==> config.mk <==
export PLATFORM = sky130hd
export DESIGN_NAME = control_unit_flat
export DESIGN_NICKNAME = d
export VERILOG_FILES = /design/src/rtl/control_unit_pkg.sv /design/src/rtl/control_unit_if.sv /design/src/rtl/control_unit_microcode_rom.sv /design/src/rtl/control_unit.sv /design/src/flat_wrapper.sv
export SDC_FILE = /design/constraint.sdc
export NUM_CORES = 1
export LEC_CHECK = 0
export BUFFER_PORTS_ARGS = -buffer_cell sky130_fd_sc_hd__buf_4
export CORE_MARGIN = 2
export CORE_UTILIZATION = 49
export CTS_CLUSTER_SIZE = 30
export DETAILED_ROUTE_END_ITERATION = 12
export PLACE_DENSITY_LB_ADDON = 0.05
export SYNTH_ARGS = -nofsm -noshare
export SYNTH_HDL_FRONTEND = slang
export SYNTH_SLANG_ARGS = --single-unit
==> constraint.sdc <==
create_clock -name i_clk -period 4.5 [get_ports i_clk]
set_input_delay 0.45 -clock i_clk [delete_from_list [all_inputs] [get_ports i_clk]]
set_output_delay 0.45 -clock i_clk [all_outputs]
set_load 0.005 [all_outputs]
==> src/rtl/control_unit_pkg.sv <==
// Shared constants for the ben_cpu control path: opcodes, control-word bit
// positions, T-states and the per-opcode instruction length.
package ben_cpu_pkg;

    localparam int STEP_W = 3;
    localparam int CTRL_W = 16;

    localparam logic [3:0] OP_NOP = 4'h0;
    localparam logic [3:0] OP_LDA = 4'h1;
    localparam logic [3:0] OP_ADD = 4'h2;
    localparam logic [3:0] OP_SUB = 4'h3;
    localparam logic [3:0] OP_STA = 4'h4;
    localparam logic [3:0] OP_LDI = 4'h5;
    localparam logic [3:0] OP_JMP = 4'h6;
    localparam logic [3:0] OP_JC  = 4'h7;
    localparam logic [3:0] OP_JZ  = 4'h8;
    localparam logic [3:0] OP_OUT = 4'hE;
    localparam logic [3:0] OP_HLT = 4'hF;

    localparam int CTL_HLT = 15;
    localparam int CTL_MI  = 14;
    localparam int CTL_RI  = 13;
    localparam int CTL_RO  = 12;
    localparam int CTL_IO  = 11;
    localparam int CTL_II  = 10;
    localparam int CTL_AI  = 9;
    localparam int CTL_AO  = 8;
    localparam int CTL_EO  = 7;
    localparam int CTL_SU  = 6;
    localparam int CTL_BI  = 5;
    localparam int CTL_OI  = 4;
    localparam int CTL_CE  = 3;
    localparam int CTL_CO  = 2;
    localparam int CTL_J   = 1;
    localparam int CTL_FI  = 0;

    typedef enum logic [STEP_W-1:0] {
        T0 = 3'd0,
        T1 = 3'd1,
        T2 = 3'd2,
        T3 = 3'd3,
        T4 = 3'd4
    } tstate_t;

    function automatic logic [CTRL_W-1:0] cbit(input int idx);
        return CTRL_W'(1) << idx;
    endfunction

    // Total T-states including the two fetch steps; undefined opcodes run as NOP.
    function automatic logic [STEP_W-1:0] instr_len(input logic [3:0] op);
        case (op)
            OP_LDA, OP_STA:                                 return 3'd4;
            OP_ADD, OP_SUB:                                 return 3'd5;
            OP_LDI, OP_JMP, OP_JC, OP_JZ, OP_OUT, OP_HLT:   return 3'd3;
            default:                                        return 3'd2;
        endcase
    endfunction

endpackage

==> src/rtl/control_unit_if.sv <==
// Bundle between the sequencer and the rest of ben_cpu: run/instruction/flags
// in, control word and sequencer state out.
interface control_unit_if;
    import ben_cpu_pkg::*;

    logic              i_run;
    logic [7:0]        i_ir;
    logic [1:0]        i_flags;
    logic [CTRL_W-1:0] o_ctrl;
    logic [STEP_W-1:0] o_step;
    logic              o_halted;

    // No handshake: inputs are level-sampled every cycle, outputs are valid every cycle.
    modport master (
        output i_run, i_ir, i_flags,
        input  o_ctrl, o_step, o_halted
    );

    modport slave (
        input  i_run, i_ir, i_flags,
        output o_ctrl, o_step, o_halted
    );
endinterface

==> src/rtl/control_unit_microcode_rom.sv <==
// Combinational microcode: (opcode, T-state, flags) -> control word and a flag
// marking the final T-state of the instruction.
module control_unit_microcode_rom
    import ben_cpu_pkg::*;
(
    input  logic [3:0]        op,
    input  tstate_t           step,
    input  logic [1:0]        flags,
    output logic [CTRL_W-1:0] ctrl,
    output logic              last
);

    logic [STEP_W-1:0] step_v;
    logic              flag_c;
    logic              flag_z;

    assign step_v = step;
    assign flag_c = flags[1];
    assign flag_z = flags[0];

    always_comb begin
        ctrl = '0;
        case (step)
            T0: ctrl = cbit(CTL_CO) | cbit(CTL_MI);
            T1: ctrl = cbit(CTL_RO) | cbit(CTL_II) | cbit(CTL_CE);
            T2: begin
                case (op)
                    OP_LDA, OP_ADD, OP_SUB, OP_STA: ctrl = cbit(CTL_IO) | cbit(CTL_MI);
                    OP_LDI: ctrl = cbit(CTL_IO) | cbit(CTL_AI);
                    OP_JMP: ctrl = cbit(CTL_IO) | cbit(CTL_J);
                    OP_JC:  ctrl = flag_c ? (cbit(CTL_IO) | cbit(CTL_J)) : '0;
                    OP_JZ:  ctrl = flag_z ? (cbit(CTL_IO) | cbit(CTL_J)) : '0;
                    OP_OUT: ctrl = cbit(CTL_AO) | cbit(CTL_OI);
                    OP_HLT: ctrl = cbit(CTL_HLT);
                    default: ctrl = '0;
                endcase
            end
            T3: begin
                case (op)
                    OP_LDA:         ctrl = cbit(CTL_RO) | cbit(CTL_AI);
                    OP_ADD, OP_SUB: ctrl = cbit(CTL_RO) | cbit(CTL_BI);
                    OP_STA:         ctrl = cbit(CTL_AO) | cbit(CTL_RI);
                    default:        ctrl = '0;
                endcase
            end
            T4: begin
                case (op)
                    OP_ADD:  ctrl = cbit(CTL_EO) | cbit(CTL_AI) | cbit(CTL_FI);
                    OP_SUB:  ctrl = cbit(CTL_EO) | cbit(CTL_AI) | cbit(CTL_FI) | cbit(CTL_SU);
                    default: ctrl = '0;
                endcase
            end
            default: ctrl = '0;
        endcase
    end

    // Conditional jumps keep len 3 whether taken or not, so timing never depends on flags.
    assign last = (step_v == instr_len(op) - 3'd1);

endmodule

==> src/rtl/control_unit.sv <==
// ben_cpu sequencer: holds the T-state counter and halt latch, gates the
// microcode word by reset, halt and run.
module control_unit
    import ben_cpu_pkg::*;
(
    input  logic           i_clk,
    input  logic           i_rst,
    control_unit_if.slave  bus
);

    tstate_t           step_q;
    tstate_t           step_d;
    logic              halted_q;
    logic              halted_d;
    logic [3:0]        opcode;
    logic [CTRL_W-1:0] rom_ctrl;
    logic              rom_last;

    assign opcode = bus.i_ir[7:4];

    control_unit_microcode_rom u_rom (
        .op    (opcode),
        .step  (step_q),
        .flags (bus.i_flags),
        .ctrl  (rom_ctrl),
        .last  (rom_last)
    );

    always_ff @(posedge i_clk) begin
        if (i_rst) begin
            step_q   <= T0;
            halted_q <= 1'b0;
        end else begin
            step_q   <= step_d;
            halted_q <= halted_d;
        end
    end

    always_comb begin
        step_d   = step_q;
        halted_d = halted_q;
        if (halted_q) begin
            step_d = T0;
        end else if (bus.i_run) begin
            if (opcode == OP_HLT && step_q == T2) begin
                halted_d = 1'b1;
                step_d   = T0;
            end else if (rom_last || step_q == T4) begin
                step_d = T0;
            end else begin
                step_d = tstate_t'(step_q + 3'd1);
            end
        end
    end

    // Freezing with i_run=0 must not repeat side effects, so the word is blanked.
    always_comb begin
        bus.o_ctrl = '0;
        if (i_rst) begin
            bus.o_ctrl = '0;
        end else if (halted_q) begin
            bus.o_ctrl = cbit(CTL_HLT);
        end else if (bus.i_run) begin
            bus.o_ctrl = rom_ctrl;
        end
    end

    assign bus.o_step   = step_q;
    assign bus.o_halted = halted_q;

endmodule
==> src/flat_wrapper.sv <==
// flat-port wrapper written by rule: the top's interface ports become plain ports
module control_unit_flat import ben_cpu_pkg::*;
  (i_clk, i_rst, bus_i_run, bus_i_ir, bus_i_flags, bus_o_ctrl, bus_o_step, bus_o_halted);
  control_unit_if bus_i ();
  input  logic i_clk;
  input  logic i_rst;
  input wire logic [$bits(bus_i.i_run)-1:0] bus_i_run;
  input wire logic [$bits(bus_i.i_ir)-1:0] bus_i_ir;
  input wire logic [$bits(bus_i.i_flags)-1:0] bus_i_flags;
  output wire logic [$bits(bus_i.o_ctrl)-1:0] bus_o_ctrl;
  output wire logic [$bits(bus_i.o_step)-1:0] bus_o_step;
  output wire logic [$bits(bus_i.o_halted)-1:0] bus_o_halted;
  assign bus_i.i_run = bus_i_run;
  assign bus_i.i_ir = bus_i_ir;
  assign bus_i.i_flags = bus_i_flags;
  assign bus_o_ctrl = bus_i.o_ctrl;
  assign bus_o_step = bus_i.o_step;
  assign bus_o_halted = bus_i.o_halted;
  control_unit u_core (.i_clk(i_clk), .i_rst(i_rst), .bus(bus_i));
endmodule
## After elaboration in Yosys (flattened, before gate mapping)

Memories as Yosys holds them, arrays and structs flattened.
Cells that the tools add are included.

- Output and inout bits: 20
- Register bits: 4
- Memories kept: 1
- ROM bits: 48

- Equality and inequality tests: 15
- Multiplexer cells: 14
- Add/sub/neg operators: 2
- Reductions and logical operators: 6

Memories:

| name | depth | bits a word | read ports | clocked after memory_dff | write ports | line | source |
|---|---|---|---|---|---|---|---|
| (name not given) | 16 | 3 | 1 | 0 | 0 | control_unit_pkg.sv:51 | `case (op)` |

Operators by type and width:

| kind | count |
|---|---|
| 16-bit case mux with 7 select lines | 1 |
| 16-bit case mux with 5 select lines | 1 |
| 16-bit 2-to-1 mux | 3 |
| 14-bit case mux with 3 select lines | 1 |
| 12-bit 2-to-1 mux | 2 |
| 10-bit case mux with 2 select lines | 1 |
| 4-bit by 3-bit == test with 1-bit output (second input constant) | 4 |
| 4-bit == test (second input constant) | 3 |
| 4-bit by 2-bit == test with 1-bit output (second input constant) | 2 |
| 3-bit by 2-bit == test with 1-bit output (second input constant) | 2 |
| 3-bit 2-to-1 mux | 2 |
| 4-bit by 1-bit == test with 1-bit output (second input constant) | 1 |
| 2-bit OR reduction | 2 |
| 4-bit OR reduction | 1 |
| 3-bit by 1-bit adder with 3-bit output (second input constant) | 1 |
| 3-bit by 1-bit == test with 1-bit output (second input constant) | 1 |
| 3-bit == test | 1 |
| 3-bit == test (second input constant) | 1 |
| 3-bit zero test | 1 |
| 1-bit 2-to-1 mux | 3 |
| 3-bit by 1-bit subtractor with 3-bit output (second input constant) | 1 |
| 1-bit logical AND | 1 |
| 1-bit logical OR | 1 |

## Logic depth before layout (Yosys ltp)

- Depth in word-level cells: 7
- Depth in mapped cells: 9

## Cells and area by module

A second synthesis with hierarchy kept.

- Cell total of the unflattened synthesis: 108
- Area total of the unflattened synthesis: 803.3 µm²

Modules (own cells, without submodules):

| module | instances | sequential area each (µm²) | area an instance (µm²) | cells each |
|---|---|---|---|---|
| control_unit_microcode_rom | 1 | 0.0 | 416.6 | 61 |
| control_unit | 1 | 80.1 | 386.6 | 47 |

## Worst setup path after synthesis

OpenSTA, ideal clock, no wires.

- Path type: input to register
- Start: input port bus_i_ir[4]
- End: register u_core.step_q[1] (netlist: u_core.bus.o_step[1])
- Path slack: 2.039 ns
- Arrival: 2.339 ns
- Cell stages on the path: 9
- Library setup time: 0.122 ns
- Cells stage by stage: buf_6 > or4b_1 > o211ai_2 > inv_1 > ha_1 > xnor2_1 > a2111o_1 > a32oi_1 > o21ai_1

- Word-level cells in the longest chain between the ends: 6
- Elaborated cells on any way between the ends: 8
- Classes of those cells: add/sub: 1; eq/ne: 2; mux: 2; reduce/logical: 2; memory: 1

RTL lines:

| element | line | source |
|---|---|---|
| start: declaration | flat_wrapper.sv:8 | `input wire logic [$bits(bus_i.i_ir)-1:0] bus_i_ir;` |
| memory read 16 x 3 bit | -- |  |
| 3-bit by 1-bit subtractor with 3-bit output | control_unit_microcode_rom.sv:58 | `assign last = (step_v == instr_len(op) - 3'd1);` |
| 3-bit == test | control_unit_microcode_rom.sv:58 |  |
| 1-bit logical OR | control_unit.sv:48 | `end else if (rom_last \|\| step_q == T4) begin` |
| 3-bit 2-to-1 mux | control_unit.sv:48 |  |
| 3-bit 2-to-1 mux * | control_unit.sv:45 | `if (opcode == OP_HLT && step_q == T2) begin` |
| end signal: assignment | control_unit.sv:34 | `step_q <= step_d;` |
| end: declaration | control_unit.sv:11 | `tstate_t step_q;` |

Mark *: on every way between the ends. The rest lies on a longest branch, timed or not.
A chain may end at the register's enable or synchronous reset.

## Final worst setup path

- Start: register u_core.step_q[1] (netlist: u_core.bus.o_step[1])
- End: output port bus_o_ctrl[0]

- Word-level cells in the longest chain between the ends: 5
- Elaborated cells on any way between the ends: 9
- Classes of those cells: eq/ne: 4; mux: 4; reduce/logical: 1

RTL lines:

| element | line | source |
|---|---|---|
| 3-bit == test, or another cell as far along | control_unit_microcode_rom.sv:23 | `case (step)` |
| 16-bit case mux with 5 select lines * | control_unit_microcode_rom.sv:23 |  |
| 16-bit 2-to-1 mux * | control_unit.sv:63 | `end else if (bus.i_run) begin` |
| 16-bit 2-to-1 mux * | control_unit.sv:61 | `end else if (halted_q) begin` |
| 16-bit 2-to-1 mux * | control_unit.sv:59 | `if (i_rst) begin` |
| end: declaration | flat_wrapper.sv:10 | `output wire logic [$bits(bus_i.o_ctrl)-1:0] bus_o_ctrl;` |

Marks and branches as above.

==> results.ini <==
[global_route]
grt_overflow_total = 0
grt_busiest_layer = met2
grt_max_degree = 15
grt_pass1_vias = 695
track_usage = 0.213
grt_use_met2 = 0.347
antenna_found_initial = 0
grt_util_met1 = 0.276
grt_pass1_wl_um = 2950
grt.met3_usage = 0.0522

[critical_path]
cp.depth = 7
worstPathArrival_ns = 1.98
crit-reg2reg-capture = u_core.bus.o_step[1]
critical_path.top_delay_family = flip-flops
crit_path_max_incr_delay_ns = 0.50
r2r_cells = 6
cp-end-kind = primary output
path_cells = inv_1, ha_1, nor2_1, nor2_1, o31ai_1, nor2_1, buf_4
timing.rr.start = u_core.bus.o_step[0]
reg2reg_slack_ns = 2.64
crit_top_cell = nor2_1
worstPathMaxFanout = 7
path_buf_inv = 2
cp-start-kind = flip-flop
worst-endpoint-required_ns = 4.05
critPathSlowestCell = dfxtp_1
crit_type = flip-flop to primary output

[yosys]
synth_ff_type = dfxtp_1
syn_avg_cell_area_sq_um = 6.97
synthTopCellsByCount = nor2_1, nand2_1, a21oi_1, inv_1, ha_1
yosysSeqAreaShare = 0.114
synth_edf_count = 0
synthTopCellsByArea = dfxtp_1, ha_1, nor2_1
synth_most_common_cell = nor2_1
yosysTopAreaCell = dfxtp_1
async_flop_share = 0
synth_warnings = 0
postSynthCellCount = 101
yosysUniqueCellTypes = 40
synth_nets = 120
synth_top_area_share = 0.114
syn_area_sq_um = 704
synth_seq_cells = 4

[route]
antenna_left = 0
dr.pass1.iters = 4
drc_errors = 0
wl_per_cell_um = 12.3
viasPerCell = 5.73
first_iter_violations = 16
routed_wl_um = 1710
vias = 796

[clocking]
cts_tree = done
clkSinkCount = 4
clk_path_buf_depth = 2
path_clk_slew_ns = 0.05
htree_levels = 1
cts_buffers = 3
cts_resized = 0
insertion_delay_ns = 0.24
postCtsHoldBufs = 0
root_buffer = clkbuf_4
post-cts-setup-buffer-count = 0

[place]
post-place-cells = 136
place.gp.congestion = 0.766
dp_hpwl_um = 1320
io_buffers = 28

[die]
initial_core_util = 0.535
die_h_um = 41.9
fp.dieW_um = 41.9
rows = 13
die-area_sq_um = 1760
core_area_sq_um = 1320
ios = 33

[sta]
finalHoldViolations = 0
timing.fmax_mhz = 412
slew_viol_final = 0
slew-limit-headroom = 0.643
fin_skew_ns = 0.00804
tightest_slew_ns = 0.532
tns_ns = 0
rsz0062_at_grt = no
period_share = 0.539
post-route-min-period_ns = 2.43
setup_viol_count_final = 0
hold_ws_ns = 0.403

[power]
finalPower_mw = 0.190
ir_drop_mv = 0.152
pwr_density_cell_nw_per_um2 = 209
leakagePower_nw = 0.418

[cells_and_area]
fill_cells = 129
final_cells = 139
drive_gt1_frac = 0.323
area_growth_pct = 29.1
fin_nets = 145
diodes = 0

[min_path]
min_to = u_core.bus.o_halted
holdPathStages = 2
hold_start = i_rst
hold_class = input port to flip-flop

[outcome]
status = completed

[flow_run]
max_cap_viol_count = 0

[through the flow]
| stage | area (sq um) | utilization | setup slack, ns |
|---|---|---|---|
| floorplan | 704 | - | 2.04 |
| global placement | 887 | 0.673 | 1.91 |
| finish | 910 | 0.690 | 2.07 |
| CTS | 910 | 0.690 | 2.04 |
| global route | 910 | 0.690 | 1.88 |
| detailed placement | 887 | 0.673 | 1.90 |
[flip-flops by register name, indices dropped and copies added (netlist names)]
name,count
u_core.bus.o_step,3
u_core.bus.o_halted,1
[worst register-to-register path, delay by kind of cell (launching register included)]
family	cells	cell delay, ns
compound gates	3	0.72
flops	1	0.41
simple gates	1	0.27
fa+ha+maj	1	0.26
buf+inv	1	0.14
[logic make-up after synthesis]
family / synth area share
XOR/XNOR: 0.0497
flip-flops: 0.114
buffers and inverters: 0.103
AO/OA/AOI/OAI: 0.277
adder cells (fa/ha/maj): 0.107
multiplexers: 0.0160
AND/OR/NAND/NOR: 0.334
[power by group]
part           internal, mW  switching (mW)  total, mW
Clock                0.0300          0.0174     0.0474
Combinational        0.0453          0.0499     0.0952
Sequential           0.0394         0.00815     0.0475
Total                 0.115          0.0754      0.190
[cell usage in the layout (no fill, tap or decap)]
cell and count:
a311oi_1 1, o21ai_0 2, or4b_1 1, xor2_1 1, a2111o_1 1, o2111ai_2 1, clkbuf_4 3, nor2b_1 1
a32oi_1 2, inv_1 7, ha_1 6, dfxtp_1 4, nand2_1 9, xnor2_1 3, o32a_2 1, and4b_2 1
o31ai_1 1, or4b_4 1, and3_1 2, and3b_1 1, nor3_1 2, a211o_1 1, a2111oi_0 2, nand3_1 3
mux2_2 1, or3b_1 1, nand4_1 2, a31oi_1 2, buf_4 28, a21bo_2 1, nor2_1 16, and2_1 2
nand3b_1 1, o21ai_1 2, or2_2 2, o21bai_1 1, o211ai_2 1, a21oi_1 7
[final cells by class]
class / instances / area [sq um] / share of cell area
multi-input cells: 82 / 552 / 0.607
repair buffers: 28 / 210 / 0.231
flip-flops and latches: 4 / 80.1 / 0.0880
inverters: 7 / 26.3 / 0.0289
clock buffers: 3 / 22.5 / 0.0248
well taps: 15 / 18.8 / 0.0206
[worst max path at each step]
stage                            to  slack, ns            startpoint
2_1_floorplan  u_core.bus.o_step[1]       2.04           bus_i_ir[4]
3_3_place_gp   u_core.bus.o_step[1]       1.91           bus_i_ir[4]
3_5_place_dp   u_core.bus.o_step[1]       1.90           bus_i_ir[4]
4_1_cts               bus_o_ctrl[0]       2.04  u_core.bus.o_step[1]
5_1_grt               bus_o_ctrl[0]       1.88  u_core.bus.o_step[1]
6_report              bus_o_ctrl[0]       2.07  u_core.bus.o_step[1]
[layer usage]
layer	vias to the layer above	part of all wire
met5	-	0
met1	351	0.44
li1	410	-
met3	4	0.070
met4	0	0.012
met2	31	0.47
Note: power is estimated with default switching activity, not from simulation.
